`config.mk`:
```
export PLATFORM = sky130hd
export DESIGN_NAME = imp_var_std_unit
export DESIGN_NICKNAME = d
export VERILOG_FILES = /design/src/rtl/imp_var_std_unit.sv
export SDC_FILE = /design/constraint.sdc
export NUM_CORES = 1
export LEC_CHECK = 0
export ABC_AREA = 1
export CAP_MARGIN = 20
export CORE_AREA = 2 2 143 117
export DETAILED_ROUTE_END_ITERATION = 12
export DIE_AREA = 0 0 145 119
export PLACE_DENSITY = 0.7
export SYNTH_ARGS = -nofsm -noshare
export SYNTH_HDL_FRONTEND = slang
export SYNTH_SLANG_ARGS = --single-unit
```
`constraint.sdc`:
```
create_clock -name i_clk -period 15.58 [get_ports i_clk]
set_input_delay 3.116 -clock i_clk [delete_from_list [all_inputs] [get_ports i_clk]]
set_output_delay 3.116 -clock i_clk [all_outputs]
set_load 0.005 [all_outputs]
```
`src/rtl/imp_var_std_unit.sv`:
```
// Variance / standard-deviation unit for the LayerNorm datapath.
// Captures E[x] and E[x^2] for one vector (either arrival order), forms the
// clamped variance E[x^2] - E[x]^2, then takes floor(sqrt(var + EPS)) with a
// bit-serial restoring square root that resolves one root bit per cycle.
module imp_var_std_unit #(
    parameter int EX_W   = 8,
    parameter int EX2_W  = 16,
    parameter int EPS    = 1,
    parameter int ROOT_W = EX2_W / 2
) (
    input  logic              i_clk,
    input  logic              i_rst,
    input  logic              i_Ex_valid,
    input  logic [EX_W-1:0]   i_Ex,
    input  logic              i_Ex2_valid,
    input  logic [EX2_W-1:0]  i_Ex2,
    output logic              o_busy,
    output logic [EX2_W-1:0]  o_var,
    output logic [ROOT_W-1:0] o_std,
    output logic              o_done
);

    localparam int D_W   = EX2_W + 2;
    localparam int REM_W = ROOT_W + 2;
    localparam int CNT_W = $clog2(ROOT_W + 1);

    localparam logic [1:0] S_IDLE = 2'd0;
    localparam logic [1:0] S_VAR  = 2'd1;
    localparam logic [1:0] S_SQRT = 2'd2;
    localparam logic [1:0] S_DONE = 2'd3;

    // Negative differences mean E[x]^2 exceeded E[x^2] through rounding upstream.
    function automatic logic [EX2_W-1:0] clamp_var(input logic signed [D_W-1:0] d);
        return (d < 0) ? '0 : d[EX2_W-1:0];
    endfunction

    // Adding EPS must not wrap a near-full-scale variance back to a tiny radicand.
    function automatic logic [EX2_W-1:0] sat_rad(input logic [EX2_W-1:0] v);
        logic [EX2_W:0] s;
        s = {1'b0, v} + (EX2_W + 1)'(EPS);
        return s[EX2_W] ? '1 : s[EX2_W-1:0];
    endfunction

    logic [1:0]               state_q, state_d;
    logic                     exf_q, exf_d, ex2f_q, ex2f_d;
    logic signed [EX_W-1:0]   ex_q, ex_d;
    logic signed [EX2_W-1:0]  ex2_q, ex2_d;
    logic [EX2_W-1:0]         var_q, var_d;
    logic [EX2_W-1:0]         rad_q, rad_d;
    logic [REM_W-1:0]         rem_q, rem_d;
    logic [ROOT_W-1:0]        root_q, root_d;
    logic [CNT_W-1:0]         cnt_q, cnt_d;
    logic [EX2_W-1:0]         ovar_q, ovar_d;
    logic [ROOT_W-1:0]        ostd_q, ostd_d;
    logic                     done_q, done_d;

    logic signed [2*EX_W-1:0] sq_s;
    logic [EX2_W-1:0]         ex2_pos;
    logic signed [D_W-1:0]    diff;
    logic [EX2_W-1:0]         var_c;
    logic [REM_W-1:0]         rem_sh, trial;
    logic [REM_W-1:0]         rem_nx;
    logic [ROOT_W-1:0]        root_nx;

    // Variance arithmetic and one restoring-root iteration
    always_comb begin
        sq_s    = ex_q * ex_q;
        ex2_pos = ex2_q[EX2_W-1] ? '0 : ex2_q;
        diff    = $signed({2'b00, ex2_pos}) - $signed(D_W'(unsigned'(sq_s)));
        var_c   = clamp_var(diff);
        rem_sh  = {rem_q[REM_W-3:0], rad_q[EX2_W-1 -: 2]};
        trial   = {root_q, 2'b01};
        if (rem_sh >= trial) begin
            rem_nx  = rem_sh - trial;
            root_nx = {root_q[ROOT_W-2:0], 1'b1};
        end else begin
            rem_nx  = rem_sh;
            root_nx = {root_q[ROOT_W-2:0], 1'b0};
        end
    end

    // Next-state logic: operand capture, sequencing and output latching
    always_comb begin
        state_d = state_q;
        exf_d   = exf_q;
        ex2f_d  = ex2f_q;
        ex_d    = ex_q;
        ex2_d   = ex2_q;
        var_d   = var_q;
        rad_d   = rad_q;
        rem_d   = rem_q;
        root_d  = root_q;
        cnt_d   = cnt_q;
        ovar_d  = ovar_q;
        ostd_d  = ostd_q;
        done_d  = 1'b0;
        case (state_q)
            S_IDLE: begin
                if (exf_q && ex2f_q) begin
                    state_d = S_VAR;
                    exf_d   = 1'b0;
                    ex2f_d  = 1'b0;
                end else begin
                    if (i_Ex_valid) begin
                        ex_d  = $signed(i_Ex);
                        exf_d = 1'b1;
                    end
                    if (i_Ex2_valid) begin
                        ex2_d  = $signed(i_Ex2);
                        ex2f_d = 1'b1;
                    end
                end
            end
            S_VAR: begin
                var_d   = var_c;
                rad_d   = sat_rad(var_c);
                rem_d   = '0;
                root_d  = '0;
                cnt_d   = '0;
                state_d = S_SQRT;
            end
            S_SQRT: begin
                rem_d  = rem_nx;
                root_d = root_nx;
                rad_d  = rad_q << 2;
                cnt_d  = cnt_q + 1'b1;
                if (cnt_q == CNT_W'(ROOT_W - 1)) begin
                    state_d = S_DONE;
                    done_d  = 1'b1;
                    ovar_d  = var_q;
                    ostd_d  = root_nx;
                end
            end
            default: begin
                state_d = S_IDLE;
            end
        endcase
    end

    // State and datapath registers with synchronous reset
    always_ff @(posedge i_clk) begin
        if (i_rst) begin
            state_q <= S_IDLE;
            exf_q   <= 1'b0;
            ex2f_q  <= 1'b0;
            ex_q    <= '0;
            ex2_q   <= '0;
            var_q   <= '0;
            rad_q   <= '0;
            rem_q   <= '0;
            root_q  <= '0;
            cnt_q   <= '0;
            ovar_q  <= '0;
            ostd_q  <= '0;
            done_q  <= 1'b0;
        end else begin
            state_q <= state_d;
            exf_q   <= exf_d;
            ex2f_q  <= ex2f_d;
            ex_q    <= ex_d;
            ex2_q   <= ex2_d;
            var_q   <= var_d;
            rad_q   <= rad_d;
            rem_q   <= rem_d;
            root_q  <= root_d;
            cnt_q   <= cnt_d;
            ovar_q  <= ovar_d;
            ostd_q  <= ostd_d;
            done_q  <= done_d;
        end
    end

    assign o_busy = (state_q != S_IDLE);
    assign o_var  = ovar_q;
    assign o_std  = ostd_q;
    assign o_done = done_q;

endmodule

```
==> results of run 1 <==
[where the power goes]
group	internal, mW	total, mW	switching (mW)
clock network	0.130	0.238	0.108
logic	0.415	1.30	0.887
registers	0.320	0.362	0.0422
total	0.864	1.90	1.04
[cell usage after synthesis (2+ instances only)]
master / instances
ha_1: 59
xor2_1: 19
nor2_4: 3
fa_1: 41
nand3_2: 4
nand2_2: 8
nand2_4: 2
o21bai_1: 7
a21oi_1: 121
nor2_2: 8
o21ai_0: 84
nand4_1: 13
inv_2: 5
o21ai_1: 3
nor2_1: 110
nand3b_1: 5
nor3_1: 7
nand3_1: 47
nand2_1: 223
buf_6: 2
dfxtp_1: 105
xnor2_1: 9
o211a_1: 2
and2_1: 2
inv_1: 207
clkbuf_1: 39
o211ai_1: 3
[sequential cells by signal (all words and copies together) (netlist names), 2 cells and up]
signal   count
ex2_q       16
o_var       16
rad_q       16
var_q       16
ex_q         8
o_std        8
rem_q        8
root_q       8
cnt_q        4
state_q      2
[kinds of logic (layout without fill, tap and decap cells)]
| group | after synthesis | in the layout | share of synthesized area (%) |
|---|---|---|---|
| adder cells (fa/ha/maj) | 100 | 100 | 19.5 |
| AND/OR/NAND/NOR | 436 | 436 | 23.8 |
| XOR/XNOR | 28 | 28 | 3.07 |
| AO/OA/AOI/OAI | 227 | 227 | 14.9 |
| flip-flops | 105 | 105 | 26.3 |
| buffers and inverters | 256 | 286 | 12.4 |
[path summary, 6_finish.rpt]
path / start / end / slack [ns]
worst min register to register: ex2_q[14] / ex2_q[14] / 0.46
worst min-delay path: ex2_q[14] / ex2_q[14] / 0.46
worst max register to register: ex_q[7] / rad_q[14] / 9.01
worst max-delay path: ex_q[7] / rad_q[14] / 9.01
[metrics by stage]
stage,instances,setup WS [ns],util [%]
floorplan,1152,9.48,-
global placement,1386,9.30,53.9
detailed placement,1386,9.08,53.9
CTS,1402,9.06,55.7
global route,1402,8.35,55.7
finish,1402,9.01,55.7
[worst max-delay path, delay by kind of cell, from the launching register on]
kind,cells,cell delay (ns)
AOI/OAI and AO/OA,3,0.41
xor gates and xnor gates,1,0.15
adders and majority gates,7,2.95
buffers and inverters,3,0.28
DFF,1,0.58
and+or+nand+nor,18,2.07
[layout make-up]
type	instances	area [µm²]	area share (%)
multi-input combinational	791	4890	54.8
sequential	105	2100	23.5
inverter	213	800	8.95
timing repair buffer	57	561	6.27
tap	220	275	3.08
clock buffer	11	243	2.72
clock inverter	5	60.1	0.672
[layer usage]
metal	GRT usage [%]	vias to the layer above	wire length (µm)
li1	-	3664	-
met1	32.7	3240	9650
met2	35.6	143	8340
met3	3.91	21	805
met4	5.51	0	289
met5	0	-	0
==> qor.yml, run 1 <==
hold_path:
  hold_path.class: "reg -> reg"
  hold_depth: 2
routing:
  drc: 0
  viasPerCell: 5.04
  first_iter_violations: 526
  drt-total-wl_um: 19100
  wl_per_cell_um: 13.6
  ant_nets: 0
  dr.pass1.iters: 5
  vias: 7068
placed_design:
  hpwlAfterDp_um: 14500
  port_buffers: 53
  dpl_cell_area_um2: 8630
  gp_congestion: 0.901
clock_tree:
  ctsHoldBuffers: 0
  cts_tree: "done"
  htreeDepth: 3
  post_cts_resized: 0
  clock_latency_ns: 0.36
  cts_setup_buffers: 0
  numCtsBuffers: 9
  clockRootBuffer: "clkbuf_16"
  clk_pin_slew_worst_paths_ns: 0.07
  clockBufferDepth: 2
  clock_sinks: 105
synth:
  synth_area_um2: 7990
  ys_ff_latch: 105
  yosys.area.top_type_share_pct: 26.3
  ys_types: 41
  syn-instance-count: 1152
  synth-edff-count: 0
  syn-num-nets: 1280
  synth.area.top_cells: "dfxtp_1 (26%), nand2_1 (10%), fa_1 (10%)"
  yosysSeqAreaShare_pct: 26.3
  async_flop_share_pct: 0
  synthFlopType: "dfxtp_1"
  syn_avg_cell_area_um2: 6.93
  ys_warn_count: 0
  yosys.area.top_type: "dfxtp_1"
worst_setup_path:
  critical_path.max_fanout: 12
  arrival_ns: 6.79
  cp-start-kind: "flop"
  crit_top_cell: "nand2_1"
  crit_type: "reg -> reg"
  required_ns: 15.80
  slowest_stage: "dfxtp_1"
  slowest_delay_ns: 0.58
  crit_path_end_kind: "flop"
  reg2reg_depth: 32
sta:
  tightest_slew_ns: 1.08
  fmax_ghz: 0.152
  finalClockSkew_ns: 0.0128
  hold_viol: 0
  finalMaxSlewViolations: 0
  max-slew-margin-rel_pct: 27.9
  fin_crit_ns: 6.57
  finalSetupTns_ns: 0
  holdWs_ns: 0.458
  setup_viol: 0
  rsz0062_at_grt: "no"
  min_period_over_period_pct: 42.2
power:
  irDropWorstVdd_mv: 0.112
  power_density_nw_per_um2: 213
  p_leak_nw: 4.31
  finalPower_mw: 1.90
grt:
  overflow: 0
  antenna_found_initial: 0
  grt_usage_pct: 22.7
  grt_pass1_vias: 6578
  grt_max_degree: 43
  grt_first_pass_wirelength_um: 32000
final_layout:
  post-route-cell-area_um2: 8930
  final_cell_mix: "nand2_1 (223), inv_1 (207), a21oi_1 (121)"
  area_growth_pct: 11.9
  drive_above_1_share_pct: 4.65
  fin_nets: 1305
  nFillCells: 1574
  final_common_cell: "nand2_1"
  diodes: 0
outcome:
  status: "complete, no violations"
die:
  rows: 42
  dieArea_um2: 17300
  io_pins: 54
  initial_utilization_pct: 49.8
  die_h_um: 119
  coreArea_um2: 16000
  die_w_um: 145
run:
  cap_viol_max_count: 0
Note: power is estimated with default switching activity, not from simulation.
==> run 2, diff against run 1 <==
==> constraint.sdc (replaced) <==
create_clock -name i_clk -period 6.7 [get_ports i_clk]
set_input_delay 1.34 -clock i_clk [delete_from_list [all_inputs] [get_ports i_clk]]
set_output_delay 1.34 -clock i_clk [all_outputs]
set_load 0.005 [all_outputs]
==> run 2 against run 1 <==
Maximum frequency up 5.1%. Total power up 140%. Critical path depth unchanged. Global-route usage down 0.20 points. Critical path type unchanged. Largest cell class unchanged.
==> qor.yml, run 2 (same netlist as run 1, synthesis figures left out) <==
clock_tree:
  cts_tree: "done"
  clockRootBuffer: "clkbuf_16"
  htreeDepth: 3  # unchanged
  ctsHoldBuffers: 0  # unchanged
  clockBufferDepth: 2  # unchanged
  clock_latency_ns: 0.36  # about the same
  numCtsBuffers: 9  # unchanged
  clock_sinks: 105  # unchanged
  clk_pin_slew_worst_paths_ns: 0.08  # about the same
sta:
  finalClockSkew_ns: 0.00953  # -0.00327 ns
  tightest_slew_ns: 1.02  # -0.0605 ns
  finalSetupTns_ns: 0  # unchanged
  min_period_over_period_pct: 93.3  # +51 points
  fin_crit_ns: 6.25  # -0.320 ns
  rsz0062_at_grt: "no"
  max-slew-margin-rel_pct: 32.0  # +4.0 points
  fmax_ghz: 0.160  # +5.1%
  setup_viol: 0  # unchanged
  hold_viol: 0  # unchanged
  finalMaxSlewViolations: 0  # unchanged
worst_setup_path:
  crit_type: "reg -> reg"
  crit_start: "ex_q[3]"
  r2r_start: "ex_q[3]"
  cp-start-kind: "flop"
  slowest_stage: "fa_1"
  critical_path.max_fanout: 7  # -5
  crit_path_end_kind: "flop"
  required_ns: 6.93  # -8.87 ns
  slowest_delay_ns: 0.55  # -0.03 ns
  arrival_ns: 6.48  # -0.31 ns
run:
  cap_viol_max_count: 0  # unchanged
final_layout:
  final_cell_mix: "nand2_1 (223), inv_1 (207), a21oi_1 (121)"
  fin_nets: 1314  # +0.69%
  drive_above_1_share_pct: 6.47  # +1.8 points
  post-route-cell-area_um2: 9110  # +1.9%
  diodes: 0  # unchanged
  nFillCells: 1558  # -1.0%
  final_common_cell: "nand2_1"
  seq_area_um2: 2120  # +0.65%
  multi_input_area_um2: 4940  # +0.84%
  final_core_util_pct: 56.8  # +1.1 points
  area_growth_pct: 14.0
routing:
  first_iter_violations: 634  # +21%
  dr.pass1.iters: 5  # unchanged
  ant_nets: 0  # unchanged
  drt-total-wl_um: 19000  # -0.61%
  drc: 0  # unchanged
  vias: 7198  # +1.8%
  wl_per_cell_um: 13.4  # -1.2%
  viasPerCell: 5.10  # +1.2%
grt:
  antenna_found_initial: 0  # unchanged
  grt_first_pass_wirelength_um: 31900  # -0.56%
  overflow: 0  # unchanged
  grt_max_degree: 43  # unchanged
  grt_usage_pct: 22.5  # -0.20 points
  grt_pass1_vias: 6663  # +1.3%
die:
  initial_utilization_pct: 49.8  # unchanged
  die_w_um: 145  # unchanged
  dieArea_um2: 17300  # unchanged
  rows: 42  # unchanged
  die_h_um: 119  # unchanged
  coreArea_um2: 16000  # unchanged
  io_pins: 54  # unchanged
hold_path:
  hold_path.class: "reg -> reg"
  hp-start: "ex2_q[3]"
power:
  irDropWorstVdd_mv: 0.269  # +140%
  finalPower_mw: 4.62  # +140%
  p_leak_nw: 4.39  # +1.7%
  power_density_nw_per_um2: 508  # +140%
outcome:
  status: "complete, no violations"
placed_design:
  hpwlAfterDp_um: 14400  # -0.56%
  gp_congestion: 0.903  # +0.23%
  dpl_cell_area_um2: 8640  # about the same
  port_buffers: 53  # unchanged
==> run 2: through the flow <==
stage / hold slack, ns / setup WS [ns] / instances
6_report: 0.454 / 0.448 / 1411
5_1_grt: 0.479 / 0.0276 / 1411
4_1_cts: 0.457 / 0.224 / 1403
3_5_place_dp: 0.444 / 0.240 / 1387
3_3_place_gp: 0.443 / 0.414 / 1387
2_1_floorplan: 0.430 / 0.602 / 1152
==> run 2: routing by layer <==
metal	part of all wire [%]	global-route usage [%]
met3	4.1	3.83
met5	0	0
met1	51	32.1
met2	43	35.1
met4	1.6	6.44
==> run 2: power by group <==
| part | internal, mW | switching, mW |
|---|---|---|
| logic | 1.06 | 2.12 |
| clock network | 0.335 | 0.267 |
| registers | 0.747 | 0.0941 |
| total | 2.14 | 2.48 |
==> run 2: worst paths after layout <==
path                                  end  cells past startpoint  slack (ns)
worst min-delay path             ex2_q[3]                      2        0.45
worst max-delay path            rad_q[10]                     32        0.45
worst min register to register   ex2_q[3]                      2        0.45
worst max register to register  rad_q[10]                     32        0.45
==> run 2: area by class of cell <==
cell class	count	area share, %
inverters	213	8.78
multi-input cells	791	54.2
clock buffers	9	2.47
well taps	220	3.02
repair buffers	66	7.12
clock inverters	7	1.18
flip-flops and latches	105	23.2
==> run 2: worst max-delay path, delay by kind of cell (launching register included) <==
family | cells | cell delay (ns)
AOI/OAI and AO/OA | 4 | 0.53
xor gates and xnor gates | 1 | 0.14
and+or+nand+nor | 14 | 1.58
adders and majority gates | 7 | 2.98
DFF | 1 | 0.50
buffers and inverters | 6 | 0.39
==> run 2: repair_timing <==
item,4_1_cts,5_1_grt
setup endpoints to repair,0,13
resized for setup,0,16
setup buffers,0,7
